File: src/rtl/conv_enc_pkg.sv
// Shared constants and puncturing helpers for the K=7 rate-1/2 mother-code encoder.
package conv_enc_pkg;

   localparam int unsigned K       = 7;
   localparam int unsigned STATE_W = K - 1;
   localparam int unsigned RATE_W  = 2;
   localparam int unsigned PHASE_W = 2;

   localparam logic [RATE_W-1:0] RATE_1_2 = 2'b00;
   localparam logic [RATE_W-1:0] RATE_2_3 = 2'b01;
   localparam logic [RATE_W-1:0] RATE_3_4 = 2'b10;

   localparam logic [K-1:0] G0_DEFAULT = 7'b1011011;
   localparam logic [K-1:0] G1_DEFAULT = 7'b1111001;

   // {keepA, keepB} for the given rate and puncturing phase
   function automatic logic [1:0] keep_mask(input logic [RATE_W-1:0] rate,
                                            input logic [PHASE_W-1:0] phase);
      logic [1:0] keep;
      keep = 2'b11;
      case (rate)
         RATE_2_3: keep = (phase == 2'd0) ? 2'b11 : 2'b10;
         RATE_3_4: begin
            case (phase)
               2'd0:    keep = 2'b11;
               2'd1:    keep = 2'b10;
               default: keep = 2'b01;
            endcase
         end
         default:  keep = 2'b11;
      endcase
      return keep;
   endfunction

   // Last phase value before the puncturing pattern wraps
   function automatic logic [PHASE_W-1:0] phase_max(input logic [RATE_W-1:0] rate);
      logic [PHASE_W-1:0] pmax;
      pmax = 2'd0;
      case (rate)
         RATE_2_3: pmax = 2'd1;
         RATE_3_4: pmax = 2'd2;
         default:  pmax = 2'd0;
      endcase
      return pmax;
   endfunction

endpackage

File: src/rtl/conv_enc_core.sv
// Combinational parity generator: coded_c = {A, B} for window {in_bit, state}.
module conv_enc_core
   import conv_enc_pkg::*;
#(
   parameter logic [K-1:0] G0 = G0_DEFAULT,
   parameter logic [K-1:0] G1 = G1_DEFAULT
) (
   input  logic               in_bit,
   input  logic [STATE_W-1:0] state,
   output logic [1:0]         coded_c
);

   logic [K-1:0] window_c;

   assign window_c = {in_bit, state};
   assign coded_c  = {^(window_c & G0), ^(window_c & G1)};

endmodule

File: src/rtl/conv_encoder_puncturer.sv
// K=7 convolutional encoder with 1/2, 2/3, 3/4 puncturing and a two-bit serial output buffer.
// Optional zero-tail insertion with InLast/OutLast when CONV_ENC_TAIL_EN is defined.
module conv_encoder_puncturer
   import conv_enc_pkg::*;
#(
   parameter logic [K-1:0] G0 = G0_DEFAULT,
   parameter logic [K-1:0] G1 = G1_DEFAULT
) (
   input  logic              Clock,
   input  logic              Reset,
   input  logic              FrameStart,
   input  logic [RATE_W-1:0] Rate,
   input  logic              InValid,
   output logic              InReady,
   input  logic              InBit,
`ifdef CONV_ENC_TAIL_EN
   input  logic              InLast,
   output logic              OutLast,
`endif
   output logic              OutValid,
   input  logic              OutReady,
   output logic              OutBit
);

   localparam int unsigned PEND_W = 2;

   logic [STATE_W-1:0] state_q, state_n;
   logic [PHASE_W-1:0] phase_q, phase_n;
   logic [RATE_W-1:0]  rate_q;
   logic [PEND_W-1:0]  pend_q, pend_n;
   logic [1:0]         pend_bits_q, pend_bits_n;
   logic [1:0]         coded_c;
   logic [1:0]         keep_c;
   logic               space_c;
   logic               pop_c;
   logic               enc_go_c;
   logic               enc_bit_c;
   logic               tail_busy_c;

   conv_enc_core #(.G0(G0), .G1(G1)) u_core (
      .in_bit  (enc_bit_c),
      .state   (state_q),
      .coded_c (coded_c)
   );

   // Room for a new pair once the buffer is empty or its last bit leaves this cycle
   assign space_c   = (pend_q == 2'd0) || ((pend_q == 2'd1) && OutReady);
   assign pop_c     = (pend_q != 2'd0) && OutReady;
   assign InReady   = !FrameStart && space_c && !tail_busy_c;
   assign enc_go_c  = !FrameStart && space_c && (tail_busy_c || InValid);
   assign enc_bit_c = tail_busy_c ? 1'b0 : InBit;
   assign keep_c    = keep_mask(rate_q, phase_q);

   always_comb begin
      pend_n      = pend_q;
      pend_bits_n = pend_bits_q;
      state_n     = state_q;
      phase_n     = phase_q;
      if (pop_c) begin
         pend_n      = pend_q - 2'd1;
         pend_bits_n = {1'b0, pend_bits_q[1]};
      end
      // An encode only happens when the buffer drains this cycle, so it overwrites
      if (enc_go_c) begin
         state_n = {enc_bit_c, state_q[STATE_W-1:1]};
         phase_n = (phase_q == phase_max(rate_q)) ? '0 : phase_q + 2'd1;
         case (keep_c)
            2'b11: begin
               pend_n      = 2'd2;
               pend_bits_n = {coded_c[0], coded_c[1]};
            end
            2'b10: begin
               pend_n      = 2'd1;
               pend_bits_n = {1'b0, coded_c[1]};
            end
            default: begin
               pend_n      = 2'd1;
               pend_bits_n = {1'b0, coded_c[0]};
            end
         endcase
      end
   end

   always_ff @(posedge Clock) begin
      if (!Reset) begin
         state_q     <= '0;
         phase_q     <= '0;
         rate_q      <= RATE_1_2;
         pend_q      <= '0;
         pend_bits_q <= '0;
         OutValid    <= 1'b0;
         OutBit      <= 1'b0;
      end else if (FrameStart) begin
         state_q     <= '0;
         phase_q     <= '0;
         rate_q      <= ((Rate == RATE_2_3) || (Rate == RATE_3_4)) ? Rate : RATE_1_2;
         pend_q      <= '0;
         pend_bits_q <= '0;
         OutValid    <= 1'b0;
         OutBit      <= 1'b0;
      end else begin
         state_q     <= state_n;
         phase_q     <= phase_n;
         pend_q      <= pend_n;
         pend_bits_q <= pend_bits_n;
         OutValid    <= (pend_n != 2'd0);
         OutBit      <= pend_bits_n[0];
      end
   end

`ifdef CONV_ENC_TAIL_EN
   localparam int unsigned TAIL_W = 3;
   localparam logic [TAIL_W-1:0] TAIL_LEN = TAIL_W'(STATE_W);

   logic [TAIL_W-1:0] tail_q, tail_n;
   logic [1:0]        last_q, last_n;
   logic              tail_final_c;

   assign tail_busy_c = (tail_q != '0);

   // Last-bit flags travel alongside the pending coded bits
   always_comb begin
      tail_n       = tail_q;
      last_n       = last_q;
      tail_final_c = tail_busy_c && (tail_q == 3'd1);
      if (pop_c) begin
         last_n = {1'b0, last_q[1]};
      end
      if (enc_go_c) begin
         if (tail_busy_c) begin
            tail_n = tail_q - 3'd1;
         end else if (InLast) begin
            tail_n = TAIL_LEN;
         end
         last_n = (keep_c == 2'b11) ? {tail_final_c, 1'b0} : {1'b0, tail_final_c};
      end
   end

   always_ff @(posedge Clock) begin
      if (!Reset || FrameStart) begin
         tail_q  <= '0;
         last_q  <= '0;
         OutLast <= 1'b0;
      end else begin
         tail_q  <= tail_n;
         last_q  <= last_n;
         OutLast <= last_n[0];
      end
   end
`else
   assign tail_busy_c = 1'b0;
`endif

endmodule
File: config.mk
export PLATFORM = sky130hd
export DESIGN_NAME = conv_encoder_puncturer
export DESIGN_NICKNAME = d
export VERILOG_FILES = /design/src/rtl/conv_enc_pkg.sv /design/src/rtl/conv_enc_core.sv /design/src/rtl/conv_encoder_puncturer.sv
export SDC_FILE = /design/constraint.sdc
export NUM_CORES = 1
export LEC_CHECK = 0
export ABC_AREA = 1
export CAP_MARGIN = 20
export CORE_MARGIN = 5
export CORE_UTILIZATION = 56
export DETAILED_ROUTE_END_ITERATION = 12
export PLACE_DENSITY = 0.85
export SLEW_MARGIN = 20
export SYNTH_ARGS = -nofsm -noshare
export SYNTH_HDL_FRONTEND = slang
export SYNTH_SLANG_ARGS = --single-unit
export TNS_END_PERCENT = 30
File: constraint.sdc
create_clock -name Clock -period 3.3 [get_ports Clock]
set_input_delay 0.495 -clock Clock [delete_from_list [all_inputs] [get_ports Clock]]
set_output_delay 0.495 -clock Clock [all_outputs]
set_load 0.01 [all_outputs]
==> flow_summary_export.csv, run 1 <==
group,metric,value,unit
cts,cts_tree,"done",
floorplanning,core,0.00147,mm^2
cts,clk_pin_slew,0.08,ns
cts,htree_levels,1,
logic_synthesis,ys_warn_count,0,
global_route,grt_overflow,0,
timing,tns,0,ns
floorplanning,die_w,49.0,um
timing,finalHoldViolations,0,
cts,ctsResizeCount,0,
pwr,power.leakage,0.415,nW
logic_synthesis,synth_area_leaders,"dfxtp_1 35%, nand2_1 10%, ha_1 8.8%",
finish,diodes,0,
timing,clock_skew,0.000643,ns
worst_setup_path,arrival,1.76,ns
global_route,grt_use_total,0.155,
logic_synthesis,syn_area,852,um^2
global_route,grt_pass1_vias,733,
cts,ctsRootBufferMaster,"clkbuf_4",
finish,drive_above_1_share,0.124,
cts,clk_latency,0.28,ns
drt,vias_per_cell,5.25,
drt,dr.first_iter.drc_count,4,
logic_synthesis,yosysTopAreaCell,"dfxtp_1",
worst_setup_path,slowest_delay,0.53,ns
timing,relSlewSlack,0.772,
drt,top_layer_used,"met4",
logic_synthesis,seq_area_frac_synth,0.352,
placement,dp.cells,141,
floorplanning,die_y,49.0,um
logic_synthesis,synth_nets,131,
timing,max_freq,0.443,GHz
drt,ant_nets,0,
drt,wl_met2,808,um
placement,place_congestion,0.750,
drt,dr_wl_met3,34,um
timing,worstMarginPinSlew,0.341,ns
timing,rsz0062_at_grt,"false",
logic_synthesis,syn_area_per_cell,7.28,um^2
floorplanning,start_util,0.579,
worst_setup_path,cpMaxStageDelayCell,"clkdlybuf4s50_1",
global_route,grt_start_max_net_pins,15,
finish,fin_cells,145,
placement,dp_hpwl,1.35,mm
worst_setup_path,crit_fanout,2,
drt,routedWlPerCell,11.4,um
worst_setup_path,worstPathCellList,"clkdlybuf4s50_1 > nand2_1 > nand2_1 > nand2_2 > inv_1 > clkdlybuf4s50_1",
cts,cts_buffer_depth,2,
worst_setup_path,endpoint_kind,"output pin",
cts,numCtsBuffers,3,
finish,finalNetCount,144,
pwr,ir_worst_vdd,0.274,mV
timing,fin_crit,2.26,ns
cts,post_cts_buffers,0,
drt,vias,761,
global_route,antenna_found_initial,0,
pwr,powerDensity,376,mW/mm^2
drt,wl_met1,775,um
timing,drv_slew,0,
worst_setup_path,critPathLaunchType,"input port",
run_status,status,"completed",
worst_setup_path,crit_type,"in -> out",
floorplanning,rows,14,
drt,drc,0,
finish,fin_area,980,um^2
finish,syn2layout_area_growth,15.0,%
job,maxCapViolCount,0,
min_path,worst_hold_path_type,"reg -> reg",
timing,setup_viol,0,
placement,placed_cell_area,953,um^2
logic_synthesis,yosys.cell_types.count,22,
placement,io_buffers,10,
logic_synthesis,netlist_instances,117,
logic_synthesis,synth_top_area_frac,0.352,
cts,clkSinkCount,15,
drt,dr.pass1.iters,4,
global_route,grt_pass1_wl,3.02,mm
timing,period_share,0.684,
cts,holdBufCountCts,0,
worst_setup_path,crit_required,2.80,ns
logic_synthesis,ys_seq_elements,15,
floorplanning,dieArea,0.00240,mm^2
drt,drt_wl_total,1.66,mm
floorplanning,num_io_pins,11,
## logic make-up after synthesis
kind of cell               count (synthesis)  share of synthesized area
DFF                                       15                      0.352
AOI/OAI and AO/OA                         27                      0.188
xor gates and xnor gates                   3                     0.0308
buffers and inverters                     23                      0.117
adders and majority gates                  6                     0.0881
and+or+nand+nor                           43                      0.223
## state kept, by name (all words and copies together), names as in the netlist
| register | count |
|---|---|
| pend_q | 2 |
| pend_bits_q | 2 |
| state_q | 6 |
| phase_q | 2 |
| rate_q | 2 |
| OutValid | 1 |
## report_power, final
part           switching (mW)  total [mW]  internal, mW
registers             0.00410       0.192         0.188
clock network          0.0548       0.102        0.0469
logic                  0.0434      0.0751        0.0317
total                   0.102       0.369         0.266
## worst max-delay path, delay by kind of cell
family / cells / cell delay, ns
AND/OR/NAND/NOR: 3 / 0.20
buffers and inverters: 3 / 1.06
## synthesized netlist by cell type, drive strengths merged
master   n
inv     21
nor2     8
nand3   11
a211oi   2
nand2   24
xor2     1
o21ai   11
dfxtp   15
xnor2    2
a21oi   12
o32ai    2
ha       6
buf      2
## worst paths after layout
kind | endpoint | cells after the start | slack (ns) | start
max | InReady | 6 | 1.04 | OutReady
min | pend_bits_q[1] | 2 | 0.50 | pend_bits_q[1]
max reg2reg | pend_bits_q[1] | 10 | 1.68 | pend_q[0]
min reg2reg | pend_bits_q[1] | 2 | 0.50 | pend_bits_q[1]
## cell type report
cell class | instances | area (um^2)
tap | 16 | 20.0
multi-input combinational | 79 | 452
sequential | 15 | 300
inverter | 21 | 81.3
clock buffer | 4 | 26.3
fill | 136 | 492
timing repair buffer | 10 | 100
## cells in the final DEF (no fill, tap or decap), drive strengths merged
cell type,n
nand2,24
inv,21
dfxtp,15
a21oi,12
nand3,11
o21ai,11
clkdlybuf4s50,10
nor2,8
ha,6
clkbuf,4
xnor2,2
o32ai,2
a211oi,2
xor2,1
## metrics by stage
step / hold slack, ns / utilization / setup WS [ns] / power (mW)
3_3_place_gp: 0.482 / 0.648 / 1.08 / 0.268
3_5_place_dp: 0.491 / 0.648 / 1.04 / 0.271
2_1_floorplan: 0.458 / - / 2.00 / 0.249
4_1_cts: 0.505 / 0.666 / 1.03 / 0.372
5_1_grt: 0.544 / 0.666 / 0.985 / 0.392
6_report: 0.504 / 0.666 / 1.04 / 0.369
## per-layer routing
layer	global-route usage	vias to the layer above
li1	-	402
met1	0.184	343
met2	0.259	12
met3	0.0306	4
met4	0.0807	0
met5	0	-
Power figures use the tool's default switching activity.
==> run 2, diff against run 1 <==
CORE_UTILIZATION = 47   (was 56)
PLACE_DENSITY = 0.76   (was 0.85)
clock period = 2 ns   (was 3.3 ns; I/O delays follow)
==> run 2 against run 1 <==
Effect of this change: utilization decreased by 8.2 points; global-route usage shrank 1.8 points; first-iteration DRC count rose to 4.5 times the previous value; via count shrank 0.39%; register-to-register slack worse by 1.2 ns; setup slack worse by 0.63 ns; cell area grew 2.9%; sequential cell count stayed put; critical path type is now reg -> out.
==> flow_summary_export.csv, run 2 (synthesized netlist as in run 1, its figures left out) <==
group,metric,value,unit
global_route,busiest_layer,"met2",
worst_setup_path,arrival,1.29,ns
min_path,min_to,"pend_bits_q[1]",
min_path,holdPathStages,2,
job,maxCapViolCount,0,
cts,holdBufCountCts,0,
global_route,grt_start_max_net_pins,12,
finish,diodes,0,
cts,clkSinkCount,15,
min_path,min_from,"pend_bits_q[1]",
worst_setup_path,crit_type,"reg -> out",
timing,worstMarginPinSlew,0.262,ns
cts,ctsRootBufferMaster,"clkbuf_4",
global_route,met1_usage,0.181,
drt,vias,758,
timing,setup_viol,0,
global_route,grt_pass1_wl,2.90,mm
global_route,use_met2,0.231,
drt,ant_nets,0,
floorplanning,dieArea,0.00276,mm^2
pwr,p_total,613,uW
worst_setup_path,cpMaxStageDelayCell,"dfxtp_1",
finish,finalNetCount,146,
cts,htree_levels,1,
drt,drc,0,
floorplanning,rows,15,
placement,dp_hpwl,1.32,mm
timing,drv_slew,0,
worst_setup_path,critPathLaunchType,"flip-flop",
timing,finalHoldViolations,0,
timing,max_freq,0.629,GHz
drt,routedWlPerCell,10.7,um
drt,dr.first_iter.drc_count,18,
finish,multi_input_area,452,um^2
finish,mostFrequentLayoutCells,"23 x nand2_1, 15 x dfxtp_1, 15 x inv_1, 11 x nand3_1, 10 x a21oi_1",
finish,fin_cells,156,
finish,drive_above_1_share,0.137,
global_route,grtUsageMet3,0.0171,
floorplanning,die_y,52.6,um
pwr,ir_worst_vdd,0.351,mV
worst_setup_path,crit_fanout,2,
cts,cts_tree,"done",
global_route,grt_use_total,0.137,
cts,post_cts_buffers,0,
timing,tns,0,ns
cts,numCtsBuffers,3,
timing,relSlewSlack,0.825,
worst_setup_path,rr_endpoint,"OutValid",
worst_setup_path,endpoint_kind,"output pin",
drt,vias_per_cell,4.86,
floorplanning,die_w,52.6,um
floorplanning,start_util,0.493,
min_path,worst_hold_path_type,"reg -> reg",
worst_setup_path,regToRegSetupSlack,0.50,ns
floorplanning,core,0.00173,mm^2
worst_setup_path,slowest_delay,0.34,ns
global_route,grt_overflow,0,
cts,clk_latency,0.28,ns
pwr,power.leakage,0.435,nW
cts,cts_buffer_depth,2,
timing,period_share,0.795,
worst_setup_path,crit_required,1.70,ns
timing,rsz0062_at_grt,"false",
finish,fin_area,0.00101,mm^2
global_route,grt_pass1_vias,718,
worst_setup_path,reg2reg_depth,11,
worst_setup_path,path_common_cell,"inv_1",
global_route,antenna_found_initial,0,
placement,io_buffers,10,
finish,syn2layout_area_growth,18.4,%
drt,drt_wl_total,1.67,mm
worst_setup_path,r2r-start,"pend_q[0]",
finish,n_fill_cell,166,
finish,seqCellArea,300,um^2
placement,place_congestion,0.723,
placement,dp.cells,152,
placement,placed_cell_area,980,um^2
finish,regMostFlops,"state_q",
floorplanning,num_io_pins,11,
timing,fin_crit,1.59,ns
run_status,status,"completed",
cts,clk_pin_slew,0.08,ns
finish,largest_register_ffs,6,
timing,clock_skew,0.00535,ns
worst_setup_path,worstPathCellList,"inv_1 > ha_1 > inv_2 > nand2_1 > nand2_2 > inv_1 > dlymetal6s2s_1",
finish,mostFrequentLayoutCell,"nand2_1",
drt,dr.pass1.iters,4,
pwr,powerDensity,608,mW/mm^2
cts,ctsResizeCount,0,
## run 2: critical path, delay by kind of cell (launching register included)
family                   cells  cell delay, ns
adder cells (fa/ha/maj)      1            0.21
flip-flops                   1            0.34
buffers and inverters        4            0.34
AND/OR/NAND/NOR              2            0.14
## run 2: metrics by stage
step	hold WS (ns)	setup slack, ns	util
floorplan	0.417	0.700	-
detailed placement	0.482	0.119	0.567
global placement	0.480	0.171	0.567
CTS	0.498	0.0467	0.583
finish	0.493	0.409	0.584
global route	0.515	0.299	0.584
## run 2: metal layers
metal | vias up | share of wire | routed length [um]
met5 | - | 0 | 0
li1 | 409 | - | -
met3 | 2 | 0.029 | 48
met4 | 0 | 0.0036 | 6
met2 | 6 | 0.49 | 820
met1 | 341 | 0.48 | 797
## run 2: final cells by class
| cell class | instances | area share |
|---|---|---|
| multi-input combinational | 79 | 0.448 |
| timing repair buffer | 12 | 0.117 |
| clock buffer | 4 | 0.0261 |
| sequential | 15 | 0.298 |
| tap | 25 | 0.0310 |
| inverter | 21 | 0.0806 |
## run 2: how the worst max path moves through the flow
stage	startpoint	end	slack, ns	cells after the start
2_1_floorplan	pend_q[0]	OutValid	0.70	12
3_3_place_gp	OutReady	InReady	0.17	6
3_5_place_dp	OutReady	InReady	0.12	6
4_1_cts	pend_q[0]	InReady	0.05	7
5_1_grt	pend_q[0]	InReady	0.30	7
6_report	pend_q[0]	InReady	0.41	7
## run 2: power by group
part / switching, mW / total [mW] / internal, mW
combinational: 0.0728 / 0.128 / 0.0550
clock: 0.0914 / 0.169 / 0.0773
sequential: 0.00658 / 0.316 / 0.310
